$ cat src/rtl/mips_mem_arb_pkg.sv
// Shared types and constants for the mips_mem_arbiter block.
package mips_mem_arb_pkg;

  localparam int ADDR_W = 32;
  localparam int DATA_W = 32;

  typedef enum logic [2:0] {
    ST_IDLE  = 3'd0,
    ST_DATA  = 3'd1,
    ST_INSTR = 3'd2,
    ST_DONE  = 3'd3,
    ST_ERR   = 3'd4
  } arb_state_t;

endpackage

$ cat src/rtl/mips_mem_arbiter_if.sv
// CPU-side and memory-side signals of the arbiter bundled together.
// master: the arbiter's view (drives memory requests and CPU results).
// slave:  the environment's view (CPU requests and memory responses).
interface mips_mem_arbiter_if;
  import mips_mem_arb_pkg::*;

  logic [ADDR_W-1:0] instr_address;
  logic [DATA_W-1:0] instr_readdata;
  logic [ADDR_W-1:0] data_address;
  logic              data_read;
  logic              data_write;
  logic [DATA_W-1:0] data_writedata;
  logic [DATA_W-1:0] data_readdata;
  logic              clk_enable;
  logic [ADDR_W-1:0] mem_address;
  logic              mem_read;
  logic              mem_write;
  logic [DATA_W-1:0] mem_writedata;
  logic [DATA_W-1:0] mem_readdata;
  logic              mem_ack;
  logic              arb_error;

  modport master (
    input  instr_address, data_address, data_read, data_write, data_writedata,
           mem_readdata, mem_ack,
    output instr_readdata, data_readdata, clk_enable, mem_address, mem_read,
           mem_write, mem_writedata, arb_error
  );

  modport slave (
    output instr_address, data_address, data_read, data_write, data_writedata,
           mem_readdata, mem_ack,
    input  instr_readdata, data_readdata, clk_enable, mem_address, mem_read,
           mem_write, mem_writedata, arb_error
  );

endinterface

$ cat src/rtl/mips_mem_arb_wait_ctr.sv
// Loadable saturating up-counter with a limit compare.
// o_hit is high once the count has reached LIMIT-1, i.e. one more
// increment would make LIMIT cycles elapsed.
module mips_mem_arb_wait_ctr #(
  parameter int W     = 16,
  parameter int LIMIT = 256
) (
  input  logic         clk,
  input  logic         rst_n,
  input  logic         i_load,
  input  logic         i_inc,
  output logic [W-1:0] o_count,
  output logic         o_hit
);

  logic [W-1:0] r_count;

  // Clear on load, otherwise count up and stick at all-ones.
  always_ff @(posedge clk or negedge rst_n) begin
    if (!rst_n) begin
      r_count <= '0;
    end else if (i_load) begin
      r_count <= '0;
    end else if (i_inc && (r_count != '1)) begin
      r_count <= r_count + W'(1);
    end
  end

  assign o_count = r_count;
  assign o_hit   = (r_count >= W'(LIMIT - 1));

endmodule

$ cat src/rtl/mips_mem_arbiter.sv
// Unified memory port arbiter for mips_cpu_harvard: serves the data access
// of each CPU step, then the instruction fetch, then releases the CPU for
// one clock through clk_enable.
// Optional build macro MIPS_MEM_ARB_STATS_EN adds step/stall/data counters.
module mips_mem_arbiter
  import mips_mem_arb_pkg::*;
#(
  parameter int TIMEOUT_CYCLES = 256,
  parameter int CNT_W          = 16
) (
  input  logic               clk,
  input  logic               reset,
  mips_mem_arbiter_if.master bus
`ifdef MIPS_MEM_ARB_STATS_EN
  ,
  output logic [CNT_W-1:0]   stat_steps,
  output logic [CNT_W-1:0]   stat_stall,
  output logic [CNT_W-1:0]   stat_data
`endif
);

  arb_state_t        r_state;
  arb_state_t        w_state_next;
  logic [DATA_W-1:0] r_instr_readdata;
  logic [DATA_W-1:0] r_data_readdata;
  logic              w_wait_load;
  logic              w_wait_inc;
  logic              w_wait_hit;
  logic [CNT_W-1:0]  w_wait_cnt;
  logic              w_unused_wait;

  // State register; reset drops any request immediately via the outputs.
  always_ff @(posedge clk or negedge reset) begin
    if (!reset) begin
      r_state <= ST_IDLE;
    end else begin
      r_state <= w_state_next;
    end
  end

  // Next-state and Moore-style memory request / CPU strobe generation.
  always_comb begin
    w_state_next      = r_state;
    bus.mem_address   = '0;
    bus.mem_read      = 1'b0;
    bus.mem_write     = 1'b0;
    bus.mem_writedata = '0;
    bus.clk_enable    = 1'b0;
    w_wait_inc        = 1'b0;
    case (r_state)
      ST_IDLE: begin
        if (bus.data_read && bus.data_write) begin
          w_state_next = ST_ERR;
        end else if (bus.data_read || bus.data_write) begin
          w_state_next = ST_DATA;
        end else begin
          w_state_next = ST_INSTR;
        end
      end
      ST_DATA: begin
        bus.mem_address   = bus.data_address;
        bus.mem_read      = bus.data_read;
        bus.mem_write     = bus.data_write;
        bus.mem_writedata = bus.data_writedata;
        if (bus.mem_ack) begin
          w_state_next = ST_INSTR;
        end else begin
          w_wait_inc = 1'b1;
          if (w_wait_hit) w_state_next = ST_ERR;
        end
      end
      ST_INSTR: begin
        bus.mem_address = bus.instr_address;
        bus.mem_read    = 1'b1;
        if (bus.mem_ack) begin
          w_state_next = ST_DONE;
        end else begin
          w_wait_inc = 1'b1;
          if (w_wait_hit) w_state_next = ST_ERR;
        end
      end
      ST_DONE: begin
        bus.clk_enable = 1'b1;
        w_state_next   = ST_IDLE;
      end
      ST_ERR: begin
        w_state_next = ST_ERR;
      end
      default: begin
        w_state_next = ST_IDLE;
      end
    endcase
  end

  // Any state change restarts the wait count, so DATA/INSTR start from zero.
  assign w_wait_load = (w_state_next != r_state);

  mips_mem_arb_wait_ctr #(
    .W     (CNT_W),
    .LIMIT (TIMEOUT_CYCLES)
  ) u_wait_ctr (
    .clk     (clk),
    .rst_n   (reset),
    .i_load  (w_wait_load),
    .i_inc   (w_wait_inc),
    .o_count (w_wait_cnt),
    .o_hit   (w_wait_hit)
  );

  assign w_unused_wait = ^w_wait_cnt;

  // Capture read data on the ack cycle; stores leave load data untouched.
  always_ff @(posedge clk or negedge reset) begin
    if (!reset) begin
      r_instr_readdata <= '0;
      r_data_readdata  <= '0;
    end else begin
      if ((r_state == ST_DATA) && bus.mem_ack && bus.data_read) begin
        r_data_readdata <= bus.mem_readdata;
      end
      if ((r_state == ST_INSTR) && bus.mem_ack) begin
        r_instr_readdata <= bus.mem_readdata;
      end
    end
  end

  assign bus.instr_readdata = r_instr_readdata;
  assign bus.data_readdata  = r_data_readdata;
  assign bus.arb_error      = (r_state == ST_ERR);

`ifdef MIPS_MEM_ARB_STATS_EN
  // Index 0: completed steps, 1: stalled clocks, 2: data completions.
  logic [2:0]       w_stat_inc;
  logic [2:0]       w_stat_hit;
  logic [CNT_W-1:0] w_stat_cnt [3];
  logic             w_unused_stats;

  assign w_stat_inc[0] = (r_state == ST_DONE);
  assign w_stat_inc[1] = (r_state != ST_DONE) && (r_state != ST_ERR);
  assign w_stat_inc[2] = (r_state == ST_DATA) && bus.mem_ack;

  for (genvar gi = 0; gi < 3; gi++) begin : g_stat
    mips_mem_arb_wait_ctr #(
      .W     (CNT_W),
      .LIMIT (1)
    ) u_stat_ctr (
      .clk     (clk),
      .rst_n   (reset),
      .i_load  (1'b0),
      .i_inc   (w_stat_inc[gi]),
      .o_count (w_stat_cnt[gi]),
      .o_hit   (w_stat_hit[gi])
    );
  end

  assign stat_steps     = w_stat_cnt[0];
  assign stat_stall     = w_stat_cnt[1];
  assign stat_data      = w_stat_cnt[2];
  assign w_unused_stats = ^w_stat_hit;
`endif

endmodule

$ cat src/flat_wrapper.sv
// flat-port wrapper written by rule: the top's interface ports become plain ports
module mips_mem_arbiter_flat import mips_mem_arb_pkg::*;
#(
  parameter int TIMEOUT_CYCLES = 256,
  parameter int CNT_W          = 16
)
  (clk, reset, bus_instr_address, bus_data_address, bus_data_read, bus_data_write, bus_data_writedata, bus_mem_readdata, bus_mem_ack, bus_instr_readdata, bus_data_readdata, bus_clk_enable, bus_mem_address, bus_mem_read, bus_mem_write, bus_mem_writedata, bus_arb_error);
  mips_mem_arbiter_if bus_i ();
  input  logic clk;
  input  logic reset;
  input wire logic [$bits(bus_i.instr_address)-1:0] bus_instr_address;
  input wire logic [$bits(bus_i.data_address)-1:0] bus_data_address;
  input wire logic [$bits(bus_i.data_read)-1:0] bus_data_read;
  input wire logic [$bits(bus_i.data_write)-1:0] bus_data_write;
  input wire logic [$bits(bus_i.data_writedata)-1:0] bus_data_writedata;
  input wire logic [$bits(bus_i.mem_readdata)-1:0] bus_mem_readdata;
  input wire logic [$bits(bus_i.mem_ack)-1:0] bus_mem_ack;
  output wire logic [$bits(bus_i.instr_readdata)-1:0] bus_instr_readdata;
  output wire logic [$bits(bus_i.data_readdata)-1:0] bus_data_readdata;
  output wire logic [$bits(bus_i.clk_enable)-1:0] bus_clk_enable;
  output wire logic [$bits(bus_i.mem_address)-1:0] bus_mem_address;
  output wire logic [$bits(bus_i.mem_read)-1:0] bus_mem_read;
  output wire logic [$bits(bus_i.mem_write)-1:0] bus_mem_write;
  output wire logic [$bits(bus_i.mem_writedata)-1:0] bus_mem_writedata;
  output wire logic [$bits(bus_i.arb_error)-1:0] bus_arb_error;
  assign bus_i.instr_address = bus_instr_address;
  assign bus_i.data_address = bus_data_address;
  assign bus_i.data_read = bus_data_read;
  assign bus_i.data_write = bus_data_write;
  assign bus_i.data_writedata = bus_data_writedata;
  assign bus_i.mem_readdata = bus_mem_readdata;
  assign bus_i.mem_ack = bus_mem_ack;
  assign bus_instr_readdata = bus_i.instr_readdata;
  assign bus_data_readdata = bus_i.data_readdata;
  assign bus_clk_enable = bus_i.clk_enable;
  assign bus_mem_address = bus_i.mem_address;
  assign bus_mem_read = bus_i.mem_read;
  assign bus_mem_write = bus_i.mem_write;
  assign bus_mem_writedata = bus_i.mem_writedata;
  assign bus_arb_error = bus_i.arb_error;
  mips_mem_arbiter #(.TIMEOUT_CYCLES(TIMEOUT_CYCLES), .CNT_W(CNT_W)) u_core (.clk(clk), .reset(reset), .bus(bus_i));
endmodule
$ cat config.mk
export PLATFORM = sky130hd
export DESIGN_NAME = mips_mem_arbiter_flat
export DESIGN_NICKNAME = d
export VERILOG_FILES = /design/src/rtl/mips_mem_arb_pkg.sv /design/src/rtl/mips_mem_arbiter_if.sv /design/src/rtl/mips_mem_arb_wait_ctr.sv /design/src/rtl/mips_mem_arbiter.sv /design/src/flat_wrapper.sv
export SDC_FILE = /design/constraint.sdc
export NUM_CORES = 1
export LEC_CHECK = 0
export BUFFER_PORTS_ARGS = -buffer_cell sky130_fd_sc_hd__buf_2
export CAP_MARGIN = 20
export CORE_MARGIN = 2
export CORE_UTILIZATION = 43
export DETAILED_ROUTE_END_ITERATION = 16
export PLACE_DENSITY_LB_ADDON = 0.1
export SETUP_SLACK_MARGIN = 0.1
export SYNTH_ARGS = -nofsm -noshare
export SYNTH_HDL_FRONTEND = slang
export SYNTH_SLANG_ARGS = --single-unit
$ cat constraint.sdc
create_clock -name clk -period 2.45 [get_ports clk]
set_input_delay 0.1225 -clock clk [delete_from_list [all_inputs] [get_ports clk]]
set_output_delay 0.1225 -clock clk [all_outputs]
set_load 0.01 [all_outputs]
# Yosys cells after proc, flatten, opt, wreduce, memory -nomap -nowiden
# Cells that the tools add are included.
[classes] add_sub_neg=1 order_cmp=1 n_eq_ne=6 mux=15 n_reduce_logical=9
[ops] cell="$pmux 32 s2" count=1
[ops] cell="$mux 16" count=2
[ops] cell="$mux 32" count=1
[ops] cell="$add 16x1->16 const B" count=1
[ops] cell="$ge 16x8->1 const B" count=1
[ops] cell="$ne 16x16->1 const B" count=1
[ops] cell="$mux 3" count=4
[ops] cell="$pmux 3 s4" count=1
[ops] cell="$eq 3x2->1 const B" count=2
[ops] cell="$logic_and 1x1->1" count=5
[ops] cell="$mux 1" count=4
[ops] cell="$eq 3x1->1 const B" count=1
[ops] cell="$eq 3x3->1 const B" count=1
[ops] cell="$logic_not 3->1" count=1
[ops] cell="$ne 3x3->1" count=1
[ops] cell="$mux 2" count=1
[ops] cell="$pmux 1 s2" count=1
[ops] cell="$reduce_bool 2->1" count=1
[ops] cell="$reduce_or 2->1" count=1
[ops] cell="$logic_or 1x1->1" count=1
[totals] register_bits=83 in_bits=133 elab_cells=36

# Logic depth before layout (Yosys ltp)
# Gate-level depths: netlist (run 1).
[depth] depth_word=6 depth_mapped=8 mapped_depth_nobuf=7

# Cells and area by module
# Synthesis (run 1) repeated with hierarchy kept, for this count alone.
[hier_totals] hier_cells=349 hier_area_um2=4286.6
[modules_own_cells] mod="mips_mem_arbiter" n_inst=1 cells_each=254 area_each_um2=3368.2 seq_area_each_um2=1676.6
[modules_own_cells] mod="mips_mem_arb_wait_ctr" n_inst=1 cells_each=95 area_each_um2=918.4 seq_area_each_um2=400.4

# Worst setup path before layout (run 1)
# OpenSTA, ideal clock, no wires.
[synth_timing] kind="register -> register" from="register u_core.u_wait_ctr.r_count[0], in the netlist u_core.u_wait_ctr.o_count[0]" to="register u_core.u_wait_ctr.r_count[0], in the netlist u_core.u_wait_ctr.o_count[0]" arrival_time_ps=1709 required_ps=2329 path_slack_ps=619 path_stages_with_launch=8 path_buffers=1 cell_sequence="dfrtp_1 ha_1 nand3_1 o211ai_1 a21oi_1 o21ai_2 buf_2 nor2_1"
[synth_between] elab_chain_len=6
[synth_lines] item="start, declared" line_no="mips_mem_arb_wait_ctr.sv:16" rtl="logic [W-1:0] r_count;"
[synth_lines] item="start signal, assigned" line_no="mips_mem_arb_wait_ctr.sv:25" rtl="r_count <= r_count + W'(1);"
[synth_lines] item="$ge 16x8->1" line_no="mips_mem_arb_wait_ctr.sv:30" rtl="assign o_hit = (r_count >= W'(LIMIT - 1));"
[synth_lines] item="$mux 3" line_no="mips_mem_arbiter.sv:69, mips_mem_arbiter.sv:79"
[synth_lines] item="$mux 3 (on tied branches)" line_no="mips_mem_arbiter.sv:75, mips_mem_arbiter.sv:65"
[synth_lines] item="$pmux 3 s4" line_no="mips_mem_arbiter.sv:50" rtl="case (r_state)"
[synth_lines] item="$ne 3x3->1" line_no="mips_mem_arbiter.sv:96" rtl="assign w_wait_load = (w_state_next != r_state);"
[synth_lines] item="$mux 16 or $reduce_bool 2->1 (tied branches)"
# Several ways; a longest one is shown, not always the timed one. The select of a mux whose other input is x is not followed.
# A chain may end at the register's enable or synchronous reset.

# Worst setup path in the final report (run 1)
[layout_timing] from="register u_core.r_state[1]" to="output port bus_mem_address[15]"
[layout_between] elab_chain_len=2
[layout_lines] item="start, declared" line_no="mips_mem_arbiter.sv:22" rtl="arb_state_t r_state;"
[layout_lines] item="start signal, assigned" line_no="mips_mem_arbiter.sv:37" rtl="r_state <= w_state_next;"
[layout_lines] item="$eq 3x2->1 or $eq 3x1->1 (tied branches)" line_no="mips_mem_arbiter.sv:50"
[layout_lines] item="$pmux 32 s2 *" line_no="mips_mem_arbiter.sv:50"
[layout_lines] item="end, declared" line_no="flat_wrapper.sv:21" rtl="output wire logic [$bits(bus_i.mem_address)-1:0] bus_mem_address;"
# Mark *: on every way between the ends. The rest lies on a longest branch, timed or not.

==> flow_summary_export.csv, run 1 <==
group,metric,value,unit
global_route,grtUsageTotal,26.4,%
sta,tightestPinTransition,444,ps
place,routabilityCongestion,0.874,
critical_path,endpoint,"bus_mem_address[15]",
global_route,grt_pass1_wl,20.1,mm
die,core-area,9240,um^2
power_and_ir_drop,pwr-share-clk,16.2,%
die,die_area,10400,um^2
clock_network,numCtsBuffers,9,
drt,viasPerCell,5.10,
sta,setup_viol,0,
global_route,globalRoute.totalOverflow,0,
clock_network,clkLatencyLatePin,340,ps
die,io_pins,265,
min_path,hold_path_class,"in2reg",
critical_path,rrSetupSlack,360,ps
sta,finalCritPeriodShare,90.3,%
finish,final_cells,752,
sta,hold_slack,23.4,ps
power_and_ir_drop,vdd_drop_max,678,uV
sta,finClkSkew,8.05,ps
global_route,grt_pass1_vias,3618,
finish,fin_util,63.9,%
power_and_ir_drop,p_int,0.00413,W
sta,period_minus_slack,2210,ps
clock_network,root_buffer,"clkbuf_8",
critical_path,required,2330,ps
clock_network,cts_max_level,3,
synth,synth_seq_cells,83,
critical_path,crit_fanout,65,
finish,drive_gt1_share,57.9,%
synth,syn_area_per_cell,11.8,um^2
run_status,status,"complete, no violations",
finish,layout.nets,751,
critical_path,startpoint_type,"flip-flop",
critical_path,cp_data_arrival_time,2090,ps
clock_network,cts_buffer_depth,2,
die,start_util,44.5,%
place,port_buffers,264,
die,die_h,102,um
clock_network,cts_tree,"yes",
sta,fmax,452,MHz
power_and_ir_drop,pwr-share-seq,33.6,%
synth,yosys-top-cells-area,"dfrtp_1, mux2_2, a22o_1",
clock_network,clkTransAtPathRegs,80,ps
sta,hold_violations,0,
die,dieWidth,102,um
drt,routed_wl,14.1,mm
synth,synth-edff-count,0,
die,rows,35,
synth,synth.top_cell.area_share,50.5,%
clock_network,cts.sinks,83,
place,dpl.hpwl,11.2,mm
drt,antenna_left,0,
critical_path,r2r-end,"u_core.u_wait_ctr.o_count[3]",
global_route,grt_max_degree,84,
synth,syn-num-nets,485,
power_and_ir_drop,combPwrFrac,50.2,%
finish,areaGrowthSynthToFinish,43.7,%
synth,synthesis.instances,349,
sta,final-max-slew-violation-count,0,
synth,synth_top_flop_cell,"dfrtp_1",
drt,drt_iter0_drc,207,
min_path,min_from,"bus_mem_readdata[29]",
synth,syn_area,4110,um^2
critical_path,crit_start,"u_core.r_state[1]",
critical_path,worstRegToRegCells,7,
critical_path,critPathKind,"reg2out",
power_and_ir_drop,p_total,0.00671,W
synth,yosys_warnings,0,
sta,rsz0062_at_grt,"false",
synth,yosysTopAreaCell,"dfrtp_1",
sta,slew_headroom,70.3,%
synth,yosysSeqAreaShare,50.5,%
drt,vias,3838,
drt,drc,0,
drt,wire_per_inst,18.8,um
critical_path,reg2reg_from,"u_core.u_wait_ctr.o_count[0]",
power_and_ir_drop,powerDensity,1140,nW/um^2
run,max-cap-violations,0,
synth,async_reset_ff_share,100,%
place,placed_cells,726,
power_and_ir_drop,power.switching,0.00258,W
drt,first_pass_iters,4,
clock_network,cts_setup_buffers,0,
global_route,antenna_found_initial,3,
sta,tns,0,ps
power_and_ir_drop,p_sw_share,38.4,%
synth,yosysUniqueCellTypes,45,
critical_path,endpoint_kind,"output port",
power_and_ir_drop,leakagePower,3.03,nW
[power groups by stage]
stage                     clock network [W]  logic, W  registers [W]
after global routing                0.00118   0.00362        0.00233
after CTS                           0.00113   0.00340        0.00225
after floorplan                           0   0.00170        0.00248
after detailed placement                  0   0.00337        0.00228
after global placement                    0   0.00333        0.00224
final                               0.00109   0.00337        0.00225
[flip-flops by register name (all words and copies together) (netlist names)]
signal	cells
u_core.r_state	3
u_core.bus.instr_readdata	32
u_core.u_wait_ctr.o_count	16
u_core.bus.data_readdata	32
[cells in the mapped netlist (3+ instances only)]
master / count
nand3_1: 6
nand4_1: 4
clkbuf_1: 12
a31oi_1: 4
nor4_1: 4
ha_1: 3
mux2_1: 6
mux2_2: 58
nor3_1: 6
a22o_1: 32
buf_2: 8
o21ai_0: 6
nand2_1: 7
nor4_2: 3
a21oi_1: 4
inv_1: 5
nor2_1: 23
xnor2_1: 9
and2_1: 34
dfrtp_1: 83
[area by class of cell]
class | instances | area, um^2
sequential | 83 | 2080
clock buffer | 11 | 141
timing repair buffer | 278 | 1480
inverter | 6 | 22.5
antenna | 3 | 7.51
clock inverter | 5 | 85.1
tap | 129 | 161
fill | 797 | 3330
multi-input combinational | 237 | 1930
[cell families (layout without fill, tap and decap cells)]
group / Yosys count / in the layout / synth area share [%]
AND/OR/NAND/NOR: 100 / 100 / 14.3
flip-flops: 83 / 83 / 50.5
multiplexers: 66 / 66 / 18.0
AO/OA/AOI/OAI: 58 / 58 / 11.2
buffers and inverters: 29 / 300 / 2.98
XOR/XNOR: 10 / 10 / 2.13
adder cells (fa/ha/maj): 3 / 3 / 0.913
other: 0 / 3 / 0
[layer usage]
layer | track usage (%) | part of all wire, % | up-vias
met3 | 7.11 | 7.7 | 21
met2 | 43.0 | 50 | 146
met1 | 35.4 | 41 | 1863
met4 | 6.24 | 1.3 | 6
li1 | - | - | 1802
met5 | 0 | 0.26 | -
[metrics by stage]
step,instance area (um^2),worst slack (ps)
6_report,5910,237
5_1_grt,5900,135
4_1_cts,5870,164
3_5_place_dp,5580,419
3_3_place_gp,5580,456
2_1_floorplan,4110,619
[worst max-delay path: stages (launching register included)]
cell      delay [ps]
dfrtp_1          490
nand2b_1         280
nor2_4           140
buf_6            360
a22o_1           280
buf_2            160
[placed cells by master, fill, tap and decap left out, types with 3 or more instances in the layout]
cell and count:
dfrtp_1 82, buf_4 6, dlygate4sd3_1 6, diode_2 3, buf_2 263, ha_1 3
mux2_1 6, nor2_1 22, a31oi_1 4, xnor2_1 9, nand3_1 5, nor4_1 4
nor3_1 6, inv_1 5, o21ai_0 6, and2_1 34, a22o_1 32, mux2_2 58
nand4_1 4, clkbuf_8 10, nand2_1 7, a21oi_1 4, nor4_2 3
[timing repair]
item | 4_1_cts | 5_1_grt
hold buffers | 6 | 0
endpoints found under the setup margin | 8 | 13
hold endpoints to repair | 88 | 0
gates resized for setup | 1 | 1
[worst min-delay path by stage]
stage,to,slack [ps],depth (start not counted)
3_3_place_gp,u_core.bus.data_readdata[9],350,1
4_1_cts,u_core.bus.data_readdata[29],0.9,2
2_1_floorplan,u_core.bus.data_readdata[0],-170,0
6_report,u_core.bus.data_readdata[29],20,2
3_5_place_dp,u_core.bus.instr_readdata[9],360,1
5_1_grt,u_core.bus.data_readdata[16],5,2
Note: power is estimated with default switching activity, not from simulation.
==> run 2, diff against run 1 <==
- BUFFER_PORTS_ARGS: -buffer_cell sky130_fd_sc_hd__buf_2 -> -buffer_cell sky130_fd_sc_hd__clkbuf_2
==> flow_summary_export.csv, run 2 (synthesis results as in run 1) <==
group,metric,value,unit
critical_path,cp_num_buf_inv,2,
power_and_ir_drop,p_total,0.00653,W
die,start_util,44.5,%
critical_path,endpoint_kind,"output port",
drt,routed_wl,14.1,mm
die,dieWidth,102,um
clock_network,cts_tree,"yes",
global_route,grt_pass1_wl,19.9,mm
sta,final-max-slew-violation-count,0,
clock_network,clkLatencyLatePin,340,ps
drt,vias,3779,
global_route,grtUsageTotal,26.3,%
sta,tightestPinTransition,454,ps
drt,wire_per_inst,18.8,um
sta,slew_headroom,69.7,%
sta,setup_viol,0,
critical_path,cp_cell_sequence,"nand2b_1 -> nor2_4 -> buf_8 -> a22o_1 -> clkbuf_2",
finish,multi_input_area,1930,um^2
finish,regArea,2080,um^2
place,port_buffers,264,
sta,finClkSkew,5.78,ps
critical_path,crit_fanout,44,
min_path,hold_depth,2,
finish,layout.nets,750,
global_route,grt_pass1_vias,3626,
finish,mostFrequentLayoutCells,"clkbuf_2, dfrtp_1, mux2_2, and2_1, a22o_1",
place,dp_slack,398,ps
clock_network,numCtsBuffers,9,
drt,first_pass_iters,4,
global_route,top_usage_layer,"met2",
global_route,grtUsageMet1,34.2,%
run,max-cap-violations,0,
place,routabilityCongestion,0.839,
min_path,min_from,"bus_mem_readdata[31]",
min_path,hold_path_class,"in2reg",
critical_path,worstRegToRegCells,5,
critical_path,crit_family,"flip-flops",
min_path,min_to,"u_core.bus.instr_readdata[31]",
finish,final_common_cell,"clkbuf_2",
die,core-area,9240,um^2
sta,rsz0062_at_grt,"false",
drt,viasPerCell,5.06,
die,die_area,10400,um^2
power_and_ir_drop,powerDensity,1120,nW/um^2
run_status,status,"complete, no violations",
clock_network,cts_buffer_depth,2,
finish,fillerInstances,803,
sta,fmax,448,MHz
clock_network,clkTransAtPathRegs,80,ps
power_and_ir_drop,vdd_drop_max,619,uV
die,io_pins,265,
clock_network,root_buffer,"clkbuf_8",
critical_path,startpoint_type,"flip-flop",
die,rows,35,
critical_path,max_stage_delay,490,ps
clock_network,cts_setup_buffers,0,
drt,drt_iter0_drc,208,
critical_path,cp_slowest_cell,"dfrtp_1",
finish,areaGrowthSynthToFinish,41.8,%
die,die_h,102,um
global_route,globalRoute.totalOverflow,0,
global_route,antenna_found_initial,2,
critical_path,critPathKind,"reg2out",
sta,period_minus_slack,2230,ps
finish,insertedDiodeCount,0,
power_and_ir_drop,leakagePower,2.99,nW
clock_network,cts.sinks,83,
sta,tns,0,ps
global_route,globalRouteMet2Util,41.3,%
sta,hold_slack,15.4,ps
clock_network,cts_max_level,3,
critical_path,reg2reg_from,"u_core.r_state[1]",
drt,antenna_left,0,
critical_path,cp_data_arrival_time,2110,ps
critical_path,required,2330,ps
sta,hold_violations,0,
sta,finalCritPeriodShare,91.2,%
place,dpl.hpwl,11.1,mm
finish,drive_gt1_share,58.3,%
critical_path,rrSetupSlack,510,ps
global_route,grt_max_degree,84,
critical_path,r2r-end,"u_core.u_wait_ctr.o_count[12]",
sta,setup_ws,217,ps
global_route,grt_use_met3,8.21,%
drt,drc,0,
## run 2: cell types whose count changed in the layout (fill, tap and decap cells not counted), sizes merged
cell	previous run	this run
dlygate4sd3	6	3
bufinv	2	0
clkbuf	11	274
buf	272	11
inv	7	6
clkinvlp	1	3
diode	3	0
## run 2: through the flow
step | utilization [%] | std cells | instance area (um^2)
after floorplan | - | 349 | 4110
after global placement | 60.6 | 728 | 5600
after detailed placement | 60.6 | 728 | 5600
after CTS | 62.8 | 746 | 5800
after global routing | 63.1 | 747 | 5830
final | 63.1 | 747 | 5830
## run 2: cell type report
type	instances	share of cell area, %
sequential	83	35.6
clock inverter	4	0.472
tap	129	2.77
multi-input combinational	237	33.1
clock buffer	11	2.42
timing repair buffer	277	25.2
inverter	6	0.386
## run 2: worst max-delay path by stage
stage / from / endpoint / slack, ps / cells past startpoint
after floorplan: u_core.u_wait_ctr.o_count[0] / u_core.u_wait_ctr.o_count[0] / 620 / 7
after global placement: u_core.r_state[0] / bus_mem_address[18] / 440 / 5
after detailed placement: u_core.r_state[0] / bus_mem_address[18] / 400 / 5
after CTS: u_core.r_state[0] / bus_mem_address[18] / 100 / 5
after global routing: u_core.r_state[1] / bus_mem_address[18] / 140 / 5
final: u_core.r_state[1] / bus_mem_address[18] / 220 / 5
## run 2: repair_timing
item / 4_1_cts / 5_1_grt
gates resized for setup: 1 / 2
hold buffers: 3 / 0
endpoints found under the hold margin: 77 / 0
endpoints found under the setup margin: 3 / 4
## run 2: routing by layer
layer  part of all wire (%)  up-vias
li1                       -     1784
met1                     41     1804
met2                     47      166
met3                    9.2       21
met4                    2.4        4
met5                   0.16        -
## run 2: power by group
group	internal (W)	switching, W	leakage, nW
registers	0.00193	0.000337	1.03
logic	0.00158	0.00182	1.88
clock network	0.000389	0.000468	0.0774
==> run 3, diff against run 2 <==
- CORE_UTILIZATION: 43 -> 39
- HOLD_SLACK_MARGIN: unset -> 0.08
- SETUP_SLACK_MARGIN: 0.1 -> 0.02
- clock period: 2.45 -> 1.8 ns (I/O delays scaled with it)
==> flow_summary_export.csv, run 3 (synthesis results as in run 1) <==
group,metric,value,unit
clock_network,cts_buffer_depth,2,
global_route,grt_pass1_vias,4124,
global_route,grt_pass1_wl,22.3,mm
global_route,grt_max_degree,61,
sta,fmax,543,MHz
finish,mostFrequentLayoutCells,"clkbuf_2, dfrtp_1, buf_2",
global_route,grtUsageTotal,25.7,%
place,dpl.hpwl,10.9,mm
drt,vias,4339,
sta,hold_slack,164,ps
clock_network,clkLatencyLatePin,360,ps
sta,rsz0062_at_grt,"true",
drt,drt_iter0_drc,315,
critical_path,required,1710,ps
global_route,antenna_found_initial,0,
sta,slew_headroom,70.5,%
clock_network,cts_max_level,3,
run_status,status,"finished with violations",
finish,layout.nets,834,
place,placed_cells,753,
clock_network,numCtsBuffers,9,
sta,final-max-slew-violation-count,0,
clock_network,root_buffer,"clkbuf_8",
place,port_buffers,264,
power_and_ir_drop,vdd_drop_max,838,uV
drt,first_pass_iters,4,
die,core-area,10300,um^2
sta,tightestPinTransition,432,ps
finish,final_common_cell,"clkbuf_2",
min_path,hold_path_class,"in2async",
drt,wire_per_inst,20.4,um
drt,drc,0,
drt,viasPerCell,5.17,
critical_path,critPathKind,"reg2out",
die,die_h,107,um
sta,setup_ws,-40.0,ps
sta,period_minus_slack,1840,ps
place,dpl_cell_area,5820,um^2
die,start_util,40.0,%
drt,routed_wl,17.1,mm
critical_path,startpoint_type,"flip-flop",
run,max-cap-violations,0,
finish,areaGrowthSynthToFinish,81.6,%
sta,finClkSkew,10.6,ps
sta,hold_violations,0,
die,rows,37,
drt,antenna_left,0,
finish,drive_gt1_share,65.6,%
power_and_ir_drop,leakagePower,3.79,nW
sta,setup_viol,18,
global_route,globalRoute.totalOverflow,0,
critical_path,cp_data_arrival_time,1750,ps
power_and_ir_drop,powerDensity,1570,nW/um^2
critical_path,crit_fanout,5,
die,io_pins,265,
die,dieWidth,107,um
finish,final_cells,839,
run_status,violations,"setup timing",
finish,fin_area,7470,um^2
place,routabilityCongestion,0.777,
clock_network,cts.sinks,83,
die,die_area,11400,um^2
sta,finalCritPeriodShare,102,%
clock_network,cts_tree,"yes",
critical_path,worstRegToRegCells,8,
finish,insertedDiodeCount,0,
critical_path,endpoint_kind,"output port",
power_and_ir_drop,p_total,0.0117,W
place,dp_slack,54.5,ps
clock_network,clkTransAtPathRegs,90,ps
run 3: cell count changes in the layout (fill, tap and decap cells not counted), sizes merged:
cell         previous run  this run
clkbuf                274       225
clkinv                  1         2
buf                    11       113
dlygate4sd3             3        33
clkinvlp                3         0
inv                     6        10
run 3: repair_timing:
| item | 4_1_cts | 5_1_grt |
|---|---|---|
| hold endpoints to repair | 147 | 0 |
| buffers inserted | 13 | 9 |
| gates cloned | 4 | 13 |
| gates resized for setup | 27 | 173 |
| setup endpoints to repair | 65 | 109 |
| pin swaps | 11 | 33 |
| hold buffers | 33 | 0 |
run 3: metal layers:
| metal | part of all wire (%) | up-vias | track usage, % |
|---|---|---|---|
| li1 | - | 1969 | - |
| met2 | 51 | 201 | 43.6 |
| met5 | 0 | - | 0 |
| met3 | 8.1 | 18 | 7.11 |
| met4 | 1.7 | 0 | 7.98 |
| met1 | 39 | 2151 | 31.8 |
run 3: area by class of cell:
cell class | count | area (um^2)
fillers | 751 | 2810
inverters | 6 | 30.0
well taps | 136 | 170
multi-input cells | 237 | 2270
clock inverters | 6 | 57.6
repair buffers | 361 | 2730
clock buffers | 10 | 128
flip-flops and latches | 83 | 2080
run 3: critical path, stage by stage, from the launching register on:
cell and delay [ps]:
dfrtp_2 380, buf_6 140, inv_8 40, nor3_4 210, buf_6 170, buf_12 120
a22o_1 180, buf_2 150
run 3: worst paths after layout:
check	start	endpoint	slack [ps]
setup / recovery	u_core.r_state[1]	bus_mem_address[4]	-40
hold / removal	reset	u_core.bus.data_readdata[3]	160
setup reg to reg	u_core.r_state[1]	u_core.u_wait_ctr.o_count[11]	0
hold reg to reg	u_core.bus.data_readdata[13]	u_core.bus.data_readdata[13]	510
max in group asynchronous	reset	u_core.bus.data_readdata[29]	1010
min in group clk	bus_data_write	u_core.r_state[2]	160
run 3: stage by stage:
stage,setup TNS [ps],util [%]
after floorplan,0,-
after global placement,0,56.6
after detailed placement,0,56.6
after CTS,-1160,65.0
after global routing,-3830,72.7
final,-292,72.7
run 3: power breakdown:
group          total [W]  switching (W)  internal [W]
clock network    0.00127       0.000730      0.000536
registers        0.00310       0.000463       0.00264
logic            0.00734        0.00328       0.00406
total             0.0117        0.00447       0.00723
